`config.mk`:
```
export PLATFORM = sky130hd
export DESIGN_NAME = pipe_reg_chain
export DESIGN_NICKNAME = d
export VERILOG_FILES = /design/src/rtl/pipe_reg_chain.sv
export SDC_FILE = /design/constraint.sdc
export NUM_CORES = 1
export LEC_CHECK = 0
export CAP_MARGIN = 10
export CORE_UTILIZATION = 40
export DETAILED_ROUTE_END_ITERATION = 6
export GPL_ROUTABILITY_DRIVEN = 1
export PLACE_DENSITY = 0.7
export SLEW_MARGIN = 20
export SYNTH_ARGS = -nofsm -noshare
export SYNTH_HDL_FRONTEND = slang
export SYNTH_SLANG_ARGS = --single-unit
```
`constraint.sdc`:
```
create_clock -name i_clk -period 1.9 [get_ports i_clk]
set_input_delay 0.475 -clock i_clk [delete_from_list [all_inputs] [get_ports i_clk]]
set_output_delay 0.475 -clock i_clk [all_outputs]
set_load 0.01 [all_outputs]
```
`src/rtl/pipe_reg_chain.sv`:
```
// Multi-stage valid/ready register pipeline with bubble collapse, synchronous
// flush and a registered occupancy count.
module pipe_reg_chain #(
  parameter int unsigned WIDTH = 10,
  parameter int unsigned DEPTH = 2
) (
  input  logic                         i_clk,
  input  logic                         i_rst,
  input  logic                         i_flush,
  input  logic                         i_valid,
  output logic                         o_ready,
  input  logic [WIDTH-1:0]             i_data,
  output logic                         o_valid,
  input  logic                         i_ready,
  output logic [WIDTH-1:0]             o_data,
  output logic [$clog2(DEPTH+1)-1:0]   o_occupancy
);

  localparam int unsigned OCC_W = $clog2(DEPTH + 1);

  logic [DEPTH-1:0] v_q, v_d;
  logic [WIDTH-1:0] d_q [DEPTH];
  logic [WIDTH-1:0] d_d [DEPTH];
  logic [OCC_W-1:0] occ_q, occ_d;

  logic [DEPTH-1:0] adv;
  logic [DEPTH-1:0] prev_v;
  logic [WIDTH-1:0] prev_d [DEPTH];
  logic             in_fire;
  logic             out_fire;

  // Advance chain: a stage loads when it is empty or its content moves on.
  always_comb begin
    logic acc;
    acc = i_ready;
    adv = '0;
    for (int k = DEPTH - 1; k >= 0; k--) begin
      acc    = acc | ~v_q[k];
      adv[k] = acc;
    end
  end

  // Incoming beat for each stage: upstream port for stage 0, predecessor otherwise.
  always_comb begin
    prev_v    = '0;
    prev_v[0] = i_valid;
    prev_d[0] = i_data;
    for (int k = 1; k < DEPTH; k++) begin
      prev_v[k] = v_q[k-1];
      prev_d[k] = d_q[k-1];
    end
  end

  assign o_ready     = adv[0] & ~i_flush;
  assign o_valid     = v_q[DEPTH-1] & ~i_flush;
  assign o_data      = d_q[DEPTH-1];
  assign o_occupancy = occ_q;

  assign in_fire  = i_valid & o_ready;
  assign out_fire = o_valid & i_ready;

  // Next-state: shift advancing stages; data only captured with a valid beat.
  always_comb begin
    v_d = v_q;
    d_d = d_q;
    if (i_flush) begin
      v_d = '0;
    end else begin
      for (int k = 0; k < DEPTH; k++) begin
        if (adv[k]) begin
          v_d[k] = prev_v[k];
          if (prev_v[k]) begin
            d_d[k] = prev_d[k];
          end
        end
      end
    end
  end

  always_comb begin
    occ_d = occ_q;
    if (i_flush) begin
      occ_d = '0;
    end else begin
      occ_d = occ_q + OCC_W'(in_fire) - OCC_W'(out_fire);
    end
  end

  always_ff @(posedge i_clk) begin
    if (i_rst) begin
      v_q   <= '0;
      occ_q <= '0;
      for (int k = 0; k < DEPTH; k++) begin
        d_q[k] <= '0;
      end
    end else begin
      v_q   <= v_d;
      occ_q <= occ_d;
      for (int k = 0; k < DEPTH; k++) begin
        d_q[k] <= d_d[k];
      end
    end
  end

endmodule
```
After elaboration in Yosys (flattened, before gate mapping)
Cells that the tools add are included.
{ "classes": {"addsub": 2, "n_bitwise": 9, "reduce_logical": 3} }
{ "ops": {"columns": ["operator", "n"], "rows": [
  ["AND reduction 3 bit", 2],
  ["AND 1 bit", 4],
  ["NOT 1 bit", 3],
  ["adder 2 x 1 -> 2 bit", 1],
  ["OR 1 bit", 2],
  ["OR reduction 2 bit", 1],
  ["subtractor 2 x 1 -> 2 bit", 1]
]} }
{ "word_totals": {"register_bits": 24, "inputBits": 15, "wordCells": 19} }

Logic depth before layout (Yosys ltp)
Gate-level depths: netlist of run 1.
{ "depth": {"word_depth": 7, "mapped_depth": 11} }

Worst setup path after synthesis of run 1
No wires, ideal clock.
{ "synth_path": {"kind": "in2reg", "start": "input port i_flush", "end": "register occ_q[1] (netlist: o_occupancy[1])", "setup_time_ns": 0.116, "arrival_time_ns": 1.843, "required_ns": 1.784, "setup_slack_ns": -0.060, "path_stages": 11, "cell_sequence": "buf_6 > nand2b_4 > a21oi_4 > buf_12 > inv_1 > ha_1 > inv_1 > ha_1 > xor2_1 > xnor2_1 > nor3_1"} }
{ "synth_via": {"elab_chain_cells": 5} }
{ "synth_rtl": {"columns": ["element", "line", "text"], "rows": [
  ["start, declared", "9", "input logic i_flush,"],
  ["NOT 1 bit (no source line)", null, null],
  ["AND 1 bit", "54", "assign o_ready = adv[0] & ~i_flush;"],
  ["AND 1 bit", "59", "assign in_fire = i_valid & o_ready;"],
  ["adder 2 x 1 -> 2 bit", "85", "occ_d = occ_q + OCC_W'(in_fire) - OCC_W'(out_fire);"],
  ["subtractor 2 x 1 -> 2 bit", "85", null],
  ["end signal, assigned", "92", "occ_q <= '0;"],
  ["end signal, assigned", "98", "occ_q <= occ_d;"],
  ["end, declared", "24", "logic [OCC_W-1:0] occ_q, occ_d;"]
]} }
Several ways; a longest one is shown, not always the timed one.
A chain may end at the register's enable or synchronous reset.

Final worst setup path of run 1
Ends and elaborated chain as after synthesis.

==> impl_metrics.csv, run 1 <==
group,metric,value,unit
power_and_ir_drop,power,0.8460,mW
power_and_ir_drop,p_leak,0.5291,nW
worst_setup_path,crit_path_end,"o_occupancy[1]",
worst_setup_path,cp.required,2110,ps
worst_setup_path,r2r-start,"v_q[1]",
timing,rsz0062_at_grt,"no",
clock_network,cts_inserted_buffers,3,
clock_network,cts_max_path_buffers,2,
route,drcViolationCount,0,
clock_network,cts_num_sinks,24,
worst_setup_path,startpoint,"i_flush",
timing,relSlewSlack,77.81,%
placed_design,dpl.hpwl,1592,µm
synthesis,syn_area,1170,µm²
global_routing,grt_use_total,13.90,%
final_layout,nNetsFinal,162,
timing,setup_viol,0,
flow_run,maxCapViolCount,0,
power_and_ir_drop,max-vdd-ir-drop,0.4424,mV
synthesis,syn-num-nets,141,
placed_design,gp_congestion,0.7651,
worst_setup_path,crit_fanout,3,
power_and_ir_drop,p_clk_share,25.1,%
route,firstDrtPassIters,4,
global_routing,grt_pass1_wl,3443,µm
final_layout,area_growth,20.64,%
synthesis,ys_seq_area_share,41.07,%
synthesis,synth.avg_cell_area,9.434,µm²
floorplan,core,2758,µm²
floorplan,rows,19,
power_and_ir_drop,powerDensity,599.4,nW/µm²
synthesis,ys_seq_elements,24,
floorplan,io-pin-count,29,
floorplan,die_area,3145,µm²
floorplan,die_w,56.08,µm
power_and_ir_drop,p_int,0.6551,mW
global_routing,grt_max_degree,26,
global_routing,antenna_found_initial,0,
power_and_ir_drop,sequentialPowerShare,62.4,%
worst_setup_path,cp-start-kind,"primary input",
final_layout,final_cells,174,
timing,period_needed,1793,ps
worst_setup_path,crit_chain,"clkdlybuf4s15_1 > buf_4 > nand2b_4 > a21oi_4 > inv_1 > ha_1 > inv_1 > ha_1 > xor2_1 > xnor2_1 > nor3_1",
global_routing,grt_pass1_vias,798,
route,vias_per_cell,4.897,
power_and_ir_drop,p_sw,0.1909,mW
synthesis,syn_inst,124,
clock_network,htreeDepth,1,
worst_setup_path,cpMaxStageDelayCell,"ha_1",
timing,worst_pin_slew,332.9,ps
power_and_ir_drop,switching_share,22.57,%
worst_setup_path,endpoint_kind,"flop",
floorplan,fp.dieH,56.08,µm
worst_setup_path,crit_arrival,2000,ps
timing,fmax,557.7,MHz
worst_setup_path,cp_slowest_stage_delay,270,ps
worst_setup_path,r2r_end,"o_occupancy[1]",
worst_setup_path,rr_worst_depth,8,
timing,skew,4.205,ps
placed_design,dp.cells,171,
worst_setup_path,critPathKind,"in2reg",
final_layout,diodes,0,
floorplan,initial_utilization,42.42,%
synthesis,synthDistinctLibCells,25,
clock_network,cts_tree,"yes",
route,ant_nets,0,
route,wl_per_cell,11.89,µm
min_path,hp-class,"reg2reg",
global_routing,overflow,0,
placed_design,port_buffers,28,
clock_network,clock_latency,300,ps
route,wl,2068,µm
timing,slew_violations,0,
power_and_ir_drop,combPwrFrac,12.6,%
clock_network,root_buffer,"clkbuf_4",
worst_setup_path,reg2reg_slack,220,ps
route,vias,852,
route,dr.first_iter.drc_count,7,
synthesis,yosys_warnings,0,
clock_network,clk_pin_slew,120,ps
final_layout,drive_above_1_share,10.49,%
status,status,"finished clean",
timing,hold_viol,0,
timing,period_share,94.37,%
## per-layer routing
layer  wire [µm]  global-route usage [%]  share of wire, %
met3          79                   3.023               3.8
met1        1013                   17.10                49
met4          10                   6.272              0.48
met2         964                   23.13                47
met5           0                       0                 0
## critical path, delay by kind of cell
kind,cells,cell delay (ps)
adder cells (fa/ha/maj),2,450
buffers and inverters,4,450
XOR/XNOR,2,330
AND/OR/NAND/NOR,2,200
AO/OA/AOI/OAI,1,110
## flip-flops by register name, indices dropped and copies added, names as in the netlist
name         flops
d_q             10
o_data          10
o_occupancy      2
v_q              2
## kinds of logic (layout without fill, tap and decap cells)
| group | Yosys count | count (layout) | synth area share, % |
|---|---|---|---|
| flip-flops | 24 | 24 | 41.07 |
| AO/OA/AOI/OAI | 23 | 23 | 10.80 |
| buffers and inverters | 21 | 40 | 13.26 |
| XOR/XNOR | 2 | 2 | 1.498 |
| multiplexers | 10 | 10 | 8.556 |
| AND/OR/NAND/NOR | 42 | 42 | 22.67 |
| adder cells (fa/ha/maj) | 2 | 2 | 2.139 |
## synthesized netlist by cell type (all sizes together)
cell type  count  area share, %
o21ai         10            4.3
a21oi         13            6.5
inv            2           0.64
nor2b          1            1.2
mux2i         10            8.6
nor3           3            1.3
and2b          2            1.5
xor2           1           0.75
and2           1           0.54
ha             2            2.1
xnor2          1           0.75
nor3b          1           0.64
nor2           1           0.32
buf           16             12
clkbuf         3            1.1
nand2b        23             13
nand3         10            4.3
dfxtp         24             41
## power by group through the flow
stage	sequential, mW	clock, mW	combinational (mW)
3_3_place_gp	0.538	0	0.106
3_5_place_dp	0.538	0	0.110
5_1_grt	0.529	0.247	0.115
4_1_cts	0.527	0.224	0.107
6_report	0.528	0.212	0.106
2_1_floorplan	0.536	0	0.0641
## cells in the final DEF (no fill, tap or decap), drive strengths merged
cell	count
xor2	1
and2	1
nor3	3
dlygate4sd2	4
ha	2
a21oi	13
inv	2
o21ai	10
clkbuf	3
nand2b	23
mux2i	10
nand3	10
nor3b	1
xnor2	1
nor2	1
and2b	2
dfxtp	24
clkdlybuf4s15	1
clkdlybuf4s50	23
buf	7
nor2b	1
## cell type report
class / count / area [µm²]
Timing Repair Buffer: 35 / 327.8
Multi-Input combinational cell: 79 / 534.3
Inverter: 2 / 7.507
Fill cell: 282 / 1346
Sequential cell: 24 / 480.5
Tap cell: 31 / 38.79
Clock buffer: 3 / 22.52
## stage by stage
step	setup WS [ps]	hold slack, ps	utilization [%]	setup TNS, ps	area, µm²
finish	107.0	488.3	51.18	0	1411
global route	30.10	506.6	51.18	0	1411
CTS	70.79	485.7	51.13	0	1410
detailed placement	-500.4	468.3	50.54	-1452	1394
global placement	-390.2	461.2	50.54	-1228	1394
floorplan	-59.59	444.2	-	-59.59	1170
## repair_timing
item | 4_1_cts | 5_1_grt
gates resized for setup | 5 | 1
buffers inserted | 0 | 0
pin swaps | 0 | 1
hold buffers | 0 | 0
endpoints found under the setup margin | 3 | 1
## worst min-delay path by stage
stage | start | endpoint | slack [ps] | cells after the start
after detailed placement | d_q[18] | o_data[8] | 470 | 2
after CTS | d_q[18] | o_data[8] | 490 | 2
after floorplan | d_q[10] | o_data[0] | 440 | 2
after global routing | d_q[18] | d_q[18] | 510 | 2
final | o_data[4] | o_data[4] | 490 | 2
after global placement | d_q[11] | o_data[1] | 460 | 2
Note: power is estimated with default switching activity, not from simulation.
==> run 2, diff against run 1 <==
--- a/config.mk
+++ b/config.mk
@@ -9,7 +9,7 @@
 export CORE_UTILIZATION = 40
 export DETAILED_ROUTE_END_ITERATION = 6
 export GPL_ROUTABILITY_DRIVEN = 1
-export PLACE_DENSITY = 0.7
+export PLACE_DENSITY = 0.67
 export SLEW_MARGIN = 20
 export SYNTH_ARGS = -nofsm -noshare
 export SYNTH_HDL_FRONTEND = slang
==> constraint.sdc (replaced) <==
create_clock -name i_clk -period 2.2 [get_ports i_clk]
set_input_delay 0.55 -clock i_clk [delete_from_list [all_inputs] [get_ports i_clk]]
set_output_delay 0.55 -clock i_clk [all_outputs]
set_load 0.01 [all_outputs]
==> run 2 against run 1 <==
Register-to-register slack better by 330 ps. Clock power is 4% higher. Final cell count stayed put. Via count is 2.8% lower. Setup slack worse by 42 ps. Critical endpoint is now o_ready. Largest cell class unchanged. Largest power group unchanged. Highest routed layer is now met3.
==> impl_metrics.csv, run 2 (synthesis gave the netlist of run 1 again) <==
group,metric,value,unit
final_layout,area_growth,21.39,%
power_and_ir_drop,max-vdd-ir-drop,0.2761,mV
power_and_ir_drop,p_int,0.6029,mW
power_and_ir_drop,switching_share,21.42,%
floorplan,core,2758,µm²
global_routing,grt_max_degree,23,
status,status,"finished clean",
route,ant_nets,0,
route,vias_per_cell,4.759,
worst_setup_path,cp_slowest_stage_delay,460,ps
clock_network,clock_latency,300,ps
worst_setup_path,endpoint_kind,"primary output",
route,wl,1918,µm
timing,period_needed,2135,ps
floorplan,fp.dieH,56.08,µm
global_routing,busiest_layer,"met2",
timing,period_share,97.03,%
placed_design,dp_slack,-266.5,ps
worst_setup_path,crit_chain,"clkdlybuf4s50_1 > nor2b_4 > a21oi_1 > dlygate4sd2_1",
timing,relSlewSlack,64.68,%
clock_network,cts_max_path_buffers,2,
power_and_ir_drop,p_sw,0.1643,mW
placed_design,dpl.hpwl,1486,µm
power_and_ir_drop,sequentialPowerShare,59.3,%
clock_network,cts_tree,"yes",
clock_network,cts_inserted_buffers,3,
timing,skew,3.595,ps
floorplan,die_area,3145,µm²
placed_design,gp_congestion,0.7069,
route,vias,828,
route,firstDrtPassIters,4,
final_layout,final_cells,174,
floorplan,io-pin-count,29,
worst_setup_path,cp-start-kind,"primary input",
route,wl_per_cell,11.02,µm
route,dr.first_iter.drc_count,8,
final_layout,post-route-util,51.50,%
worst_setup_path,critPathKind,"in2out",
placed_design,port_buffers,28,
global_routing,grt_util_met2,21.43,%
route,drcViolationCount,0,
timing,fin_hold_ws,476.0,ps
global_routing,met1_usage,18.09,%
placed_design,dp.cells,170,
clock_network,clk_pin_slew,120,ps
worst_setup_path,cp.required,1650,ps
floorplan,initial_utilization,42.42,%
global_routing,use_met3,1.628,%
worst_setup_path,cpMaxStageDelayCell,"clkdlybuf4s50_1",
clock_network,htreeDepth,1,
timing,slew_violations,0,
clock_network,root_buffer,"clkbuf_4",
global_routing,grt_use_total,13.45,%
timing,rsz0062_at_grt,"no",
global_routing,overflow,0,
power_and_ir_drop,combPwrFrac,11.8,%
power_and_ir_drop,p_clk_share,28.8,%
flow_run,maxCapViolCount,0,
min_path,hp-class,"reg2reg",
worst_setup_path,crit_fanout,5,
final_layout,drive_above_1_share,10.49,%
clock_network,cts_num_sinks,24,
final_layout,final_common_cell,"clkdlybuf4s50_1",
final_layout,nNetsFinal,161,
global_routing,antenna_found_initial,0,
global_routing,grt_pass1_vias,799,
timing,hold_viol,0,
power_and_ir_drop,p_leak,0.5248,nW
final_layout,diodes,0,
final_layout,final_cell_mix,"clkdlybuf4s50_1 (26), dfxtp_1 (24), nand2b_1 (22)",
global_routing,grt_pass1_wl,3429,µm
timing,fmax,468.5,MHz
floorplan,die_w,56.08,µm
timing,setup_ws,65.45,ps
power_and_ir_drop,powerDensity,540.3,nW/µm²
timing,setup_viol,0,
worst_setup_path,crit_arrival,1580,ps
floorplan,rows,19,
timing,worst_pin_slew,528.1,ps
## run 2: changes by cell type in the layout (fill, tap and decap cells not counted), sizes merged
cell and delta:
dlygate4sd2 -2, clkbuf +1, clkdlybuf4s15 -1, clkdlybuf4s50 +3
buf -1
## run 2: timing repair
item | in CTS | in global routing
setup buffers | 0 | 0
endpoints found under the setup margin | 2 | 0
gates resized for setup | 2 | 0
hold buffers | 0 | 0
## run 2: metrics by stage
stage	setup TNS, ps	cell area [µm²]	total power, mW
3_5_place_dp	-760.0	1386	0.5576
6_report	0	1420	0.7673
3_3_place_gp	-639.4	1386	0.5550
4_1_cts	0	1420	0.7785
5_1_grt	0	1420	0.8068
2_1_floorplan	0	1170	0.5183
## run 2: path summary, 6_finish.rpt
path | start | end | slack, ps | cells after the start
max reg2reg | v_q[1] | o_occupancy[1] | 550 | 8
min | d_q[12] | o_data[2] | 480 | 2
max | i_ready | o_ready | 70 | 4
min reg2reg | d_q[12] | o_data[2] | 480 | 2
## run 2: metal layers
| layer | vias to the layer above | share of wire [%] | routed length (µm) |
|---|---|---|---|
| met4 | 0 | 0 | 0 |
| met5 | - | 0 | 0 |
| met3 | 0 | 2.5 | 47 |
| met1 | 375 | 51 | 981 |
| met2 | 14 | 46 | 889 |
| li1 | 439 | - | - |
## run 2: area by class of cell
class,count,area (µm²)
Tap cell,31,38.79
Clock buffer,4,36.28
Sequential cell,24,480.5
Timing Repair Buffer,34,322.8
Inverter,2,7.507
Multi-Input combinational cell,79,534.3
Fill cell,249,1338
## run 2: power groups by stage
stage                     clock, mW  sequential [mW]  combinational (mW)
after floorplan                   0            0.463              0.0553
after global placement            0            0.465              0.0904
after detailed placement          0            0.465              0.0926
after CTS                     0.232            0.455              0.0915
after global routing          0.251            0.457              0.0988
final                         0.221            0.455              0.0906
## run 2: worst max-delay path: cells and delay by family
kind | cells | cell delay [ps]
simple gates | 1 | 200
compound gates | 1 | 90
buf+inv | 2 | 750
==> RTL change 1, RTL diff (flow settings as in run 2) <==
Change the parameter `DEPTH` from 2 to 4.
--- a/src/rtl/pipe_reg_chain.sv
+++ b/src/rtl/pipe_reg_chain.sv
@@ -2,7 +2,7 @@
 // flush and a registered occupancy count.
 module pipe_reg_chain #(
   parameter int unsigned WIDTH = 10,
-  parameter int unsigned DEPTH = 2
+  parameter int unsigned DEPTH = 4
 ) (
   input  logic                         i_clk,
   input  logic                         i_rst,
Interface: changed (resized o_occupancy); port bits go from 29 to 30. The function was not compared with the original's and may differ.
==> RTL change 1 against run 2 <==
- power rose by 87%
- clock skew rose by 0.0013 ns
- die area rose by 70%
- sequential cell count rose by 23
- setup slack got worse by 0.017 ns
- area after synthesis rose by 73%
- first-iteration DRC count rose to 6.8 times the old value
- synthesized cell count rose by 85%
- final cell count rose by 83%
- wire length rose by 88%
- final area rose by 74%
- via count rose by 86%
- clock power rose by 110%
- largest cell class unchanged
==> RTL change 1: results <==
set metrics [dict create \
    instances_no_fill 319 \
    r2r-end "o_occupancy[2]$_SDFF_PP0_" \
    rr_startpoint "v_q[1]$_SDFFE_PP0P_" \
    netlist.area_leader.share 0.465 \
    async_reset_ff_frac 0 \
    cts_max_level 2 \
    firstDrtPassIters 4 \
    grt_first_pass_wirelength_um 6600 \
    critPathArrivalTime_ns 1.60 \
    synthFlopType "dfxtp_1" \
    grt_pass1_vias 1453 \
    antenna_cells 0 \
    synth-xor-area-share 0.00866 \
    vias 1541 \
    hold_class "register to register" \
    worstMarginPinSlew_ns 0.610 \
    maxSlewViolCount 0 \
    synth_nets 247 \
    clockRootBuffer "clkbuf_8" \
    clk_latency_ns 0.29 \
    grt_max_degree 28 \
    synth.mux.area_fraction 0.0495 \
    crit_fanout 4 \
    critPathMaxStageDelay_ns 0.52 \
    io_buffers 29 \
    rrSetupSlack_ns 0.20 \
    dpl_cell_area_mm2 0.00238 \
    synth_top_cells_by_area "dfxtp_1 47%, a21oi_1 7.9%, nand2b_1 7.7%" \
    skew_ns 0.00489 \
    syn_area_per_cell_um2 8.83 \
    drt-total-wl_um 3610 \
    placed_cells 311 \
    min_to "d_q[27]$_SDFFE_PP0P_" \
    fin_nets 271 \
    grt_util_all_layers 0.160 \
    drtIter0Drc 54 \
    synth_fa_ha_area_frac 0.0223 \
    p_leak_nw 0.845 \
    clockBufferDepth 2 \
    peakVddDrop_mv 0.372 \
    status "completed" \
    ys.warnings.count 0 \
    gp_congestion 0.791 \
    dp_hpwl_um 2640 \
    r2r_cells 11 \
    largest_register "d_q" \
    hold-worst-slack_ns 0.470 \
    antenna_found_initial 0 \
    drive_above_1_share 0.119 \
    clk_pin_slew_worst_paths_ns 0.07 \
    cts_made_buffers 5 \
    seq_area_frac_synth 0.465 \
    ys_types 26 \
    critical_path.slowest_cell "clkdlybuf4s50_1" \
    synth_common_cells "47 x dfxtp_1, 32 x a21oi_1, 30 x nand3_1, 30 x o21ai_0, 25 x nand2b_1" \
    largest_reg_flops 30 \
    synth_compound_area_frac 0.169 \
    holdPathStages 2 \
    dpl_worst_slack_ns -0.498 \
    hold_start "d_q[37]$_SDFFE_PP0P_" \
]
==> RTL change 1: changes by cell type after synthesis, moves of 5 or more <==
cell	change
a21oi_1	+20
clkbuf_1	+7
dfxtp_1	+23
o21ai_0	+21
buf_2	+5
nand3_1	+20
nor2b_1	+5
==> RTL change 1: worst max path at each step <==
stage | startpoint | end | slack, ns | depth (start not counted)
finish | i_flush | o_valid | 0.05 | 4
global route | i_ready | o_occupancy[2]$_SDFF_PP0_ | 0.003 | 12
CTS | i_ready | o_occupancy[2]$_SDFF_PP0_ | 0.002 | 12
detailed placement | i_ready | o_occupancy[2]$_SDFF_PP0_ | -0.50 | 12
global placement | i_ready | o_occupancy[2]$_SDFF_PP0_ | -0.42 | 12
floorplan | i_ready | o_occupancy[2]$_SDFF_PP0_ | -0.11 | 12
==> RTL change 1: final cells by class <==
class                           count  area (um^2)
Fill cell                         488         2320
Multi-Input combinational cell    151          955
Sequential cell                    47          941
Timing Repair Buffer               45          407
Tap cell                           67         83.8
Clock buffer                        6         72.6
Inverter                            3         11.3
==> RTL change 1: report_power, final <==
group | leakage (nW) | switching [mW] | internal (mW)
sequential | 0.380 | 0.00852 | 0.863
clock | 0.0371 | 0.250 | 0.212
combinational | 0.428 | 0.0436 | 0.0567
total | 0.845 | 0.302 | 1.13
==> RTL change 1: worst max-delay path: cells and delay by family <==
family | cells | cell delay [ns]
and+or+nand+nor | 1 | 0.14
buffers and inverters | 3 | 0.91
==> RTL change 1: routing by layer <==
metal / routed length [um] / global-route usage
met2: 1540 / 0.237
met4: 61 / 0.0654
met3: 119 / 0.0373
met5: 0 / 0
met1: 1890 / 0.222
==> RTL change 1: what timing repair did <==
action                                  4_1_cts  5_1_grt
resized for setup                             6        0
setup buffers                                 2        0
hold buffers                                  0        0
endpoints found under the setup margin        4        1
pin swaps                                     4        4
==> RTL change 2, RTL diff (settings of run 2) <==
Made on the original files. Make the reset (`i_rst`) asynchronous in one clocked block.
--- a/src/rtl/pipe_reg_chain.sv
+++ b/src/rtl/pipe_reg_chain.sv
@@ -86,7 +86,7 @@
     end
   end
 
-  always_ff @(posedge i_clk) begin
+  always_ff @(posedge i_clk or posedge i_rst) begin
     if (i_rst) begin
       v_q   <= '0;
       occ_q <= '0;
Formal check against the unedited RTL: differs if i_rst is asserted again (counterexample within 4 cycles, from zero or initial values and one cycle with i_rst high); with i_rst held inactive, the same outputs for 10 cycles.
==> RTL change 2 against run 2 <==
- sequential cell count stayed put
- final area is 2.6% lower
- via count is 25% lower
- non-clock buffer count stayed put
- area after synthesis is 7.7% lower
- setup slack better by 0.063 ns
- wire length is 14% lower
- critical path type unchanged
- critical endpoint unchanged
- highest routed layer unchanged
Power is not compared: it rests on default switching activity, and its combinational part moved more than twofold at a synthesized area within 25%.
==> RTL change 2: results <==
set metrics [dict create \
    synth-xor-area-share 0.0162 \
    dpl_worst_slack_ns -0.347 \
    grt_pass1_vias 575 \
    rr_startpoint "v_q[1]$_DFFE_PP0P_" \
    fin_crit_ns 2.07 \
    synth_common_cells "24 x dfrtp_1, 11 x mux2_2, 10 x buf_4, 9 x mux2_4, 5 x nor2_1" \
    min_to "o_data[5]$_DFFE_PP0P_" \
    layout.area.seq_um2 601 \
    synth_top_cells_by_area "dfrtp_1 56%, mux2_4 13%, mux2_2 11%" \
    ys_types 17 \
    max_slew_margin 0.709 \
    drtIter0Drc 5 \
    synth_compound_area_frac 0.0127 \
    drive_above_1_share 0.307 \
    r2r-end "o_occupancy[1]$_DFF_PP0_" \
    dp_hpwl_um 1220 \
    status "completed" \
    hold-worst-slack_ns 0.515 \
    vias 617 \
    wl_per_cell_um 12.6 \
    gp_congestion 0.682 \
    grt_first_pass_wirelength_um 2510 \
    synth_nets 93 \
    multi_input_cells 36 \
    critPathArrivalTime_ns 1.52 \
    rrSetupSlack_ns 0.22 \
    synth.mux.area_fraction 0.240 \
    cts_repair_resize_count 4 \
]
==> RTL change 2: changes by cell type after synthesis, sizes merged, moves of 12 or more <==
cell    before  now
dfxtp       24    0
mux2         0   20
a21oi       13    1
nand2b      23    0
dfrtp        0   24
==> RTL change 2: stage by stage <==
stage / cells / cell area [um^2] / total power [mW] / setup TNS [ns]
2_1_floorplan: 76 / 1080 / 0.804 / 0
3_3_place_gp: 128 / 1350 / 0.898 / -1.01
3_5_place_dp: 128 / 1350 / 0.906 / -1.42
4_1_cts: 131 / 1380 / 1.09 / 0
5_1_grt: 131 / 1380 / 1.13 / 0
6_report: 131 / 1380 / 1.07 / 0
==> RTL change 2: metal layers <==
metal | global-route usage | vias up | part of all wire
li1 | - | 295 | -
met1 | 0.153 | 307 | 0.44
met2 | 0.214 | 15 | 0.52
met3 | 0.0424 | 0 | 0.042
met4 | 0.0526 | 0 | 0
met5 | 0 | - | 0
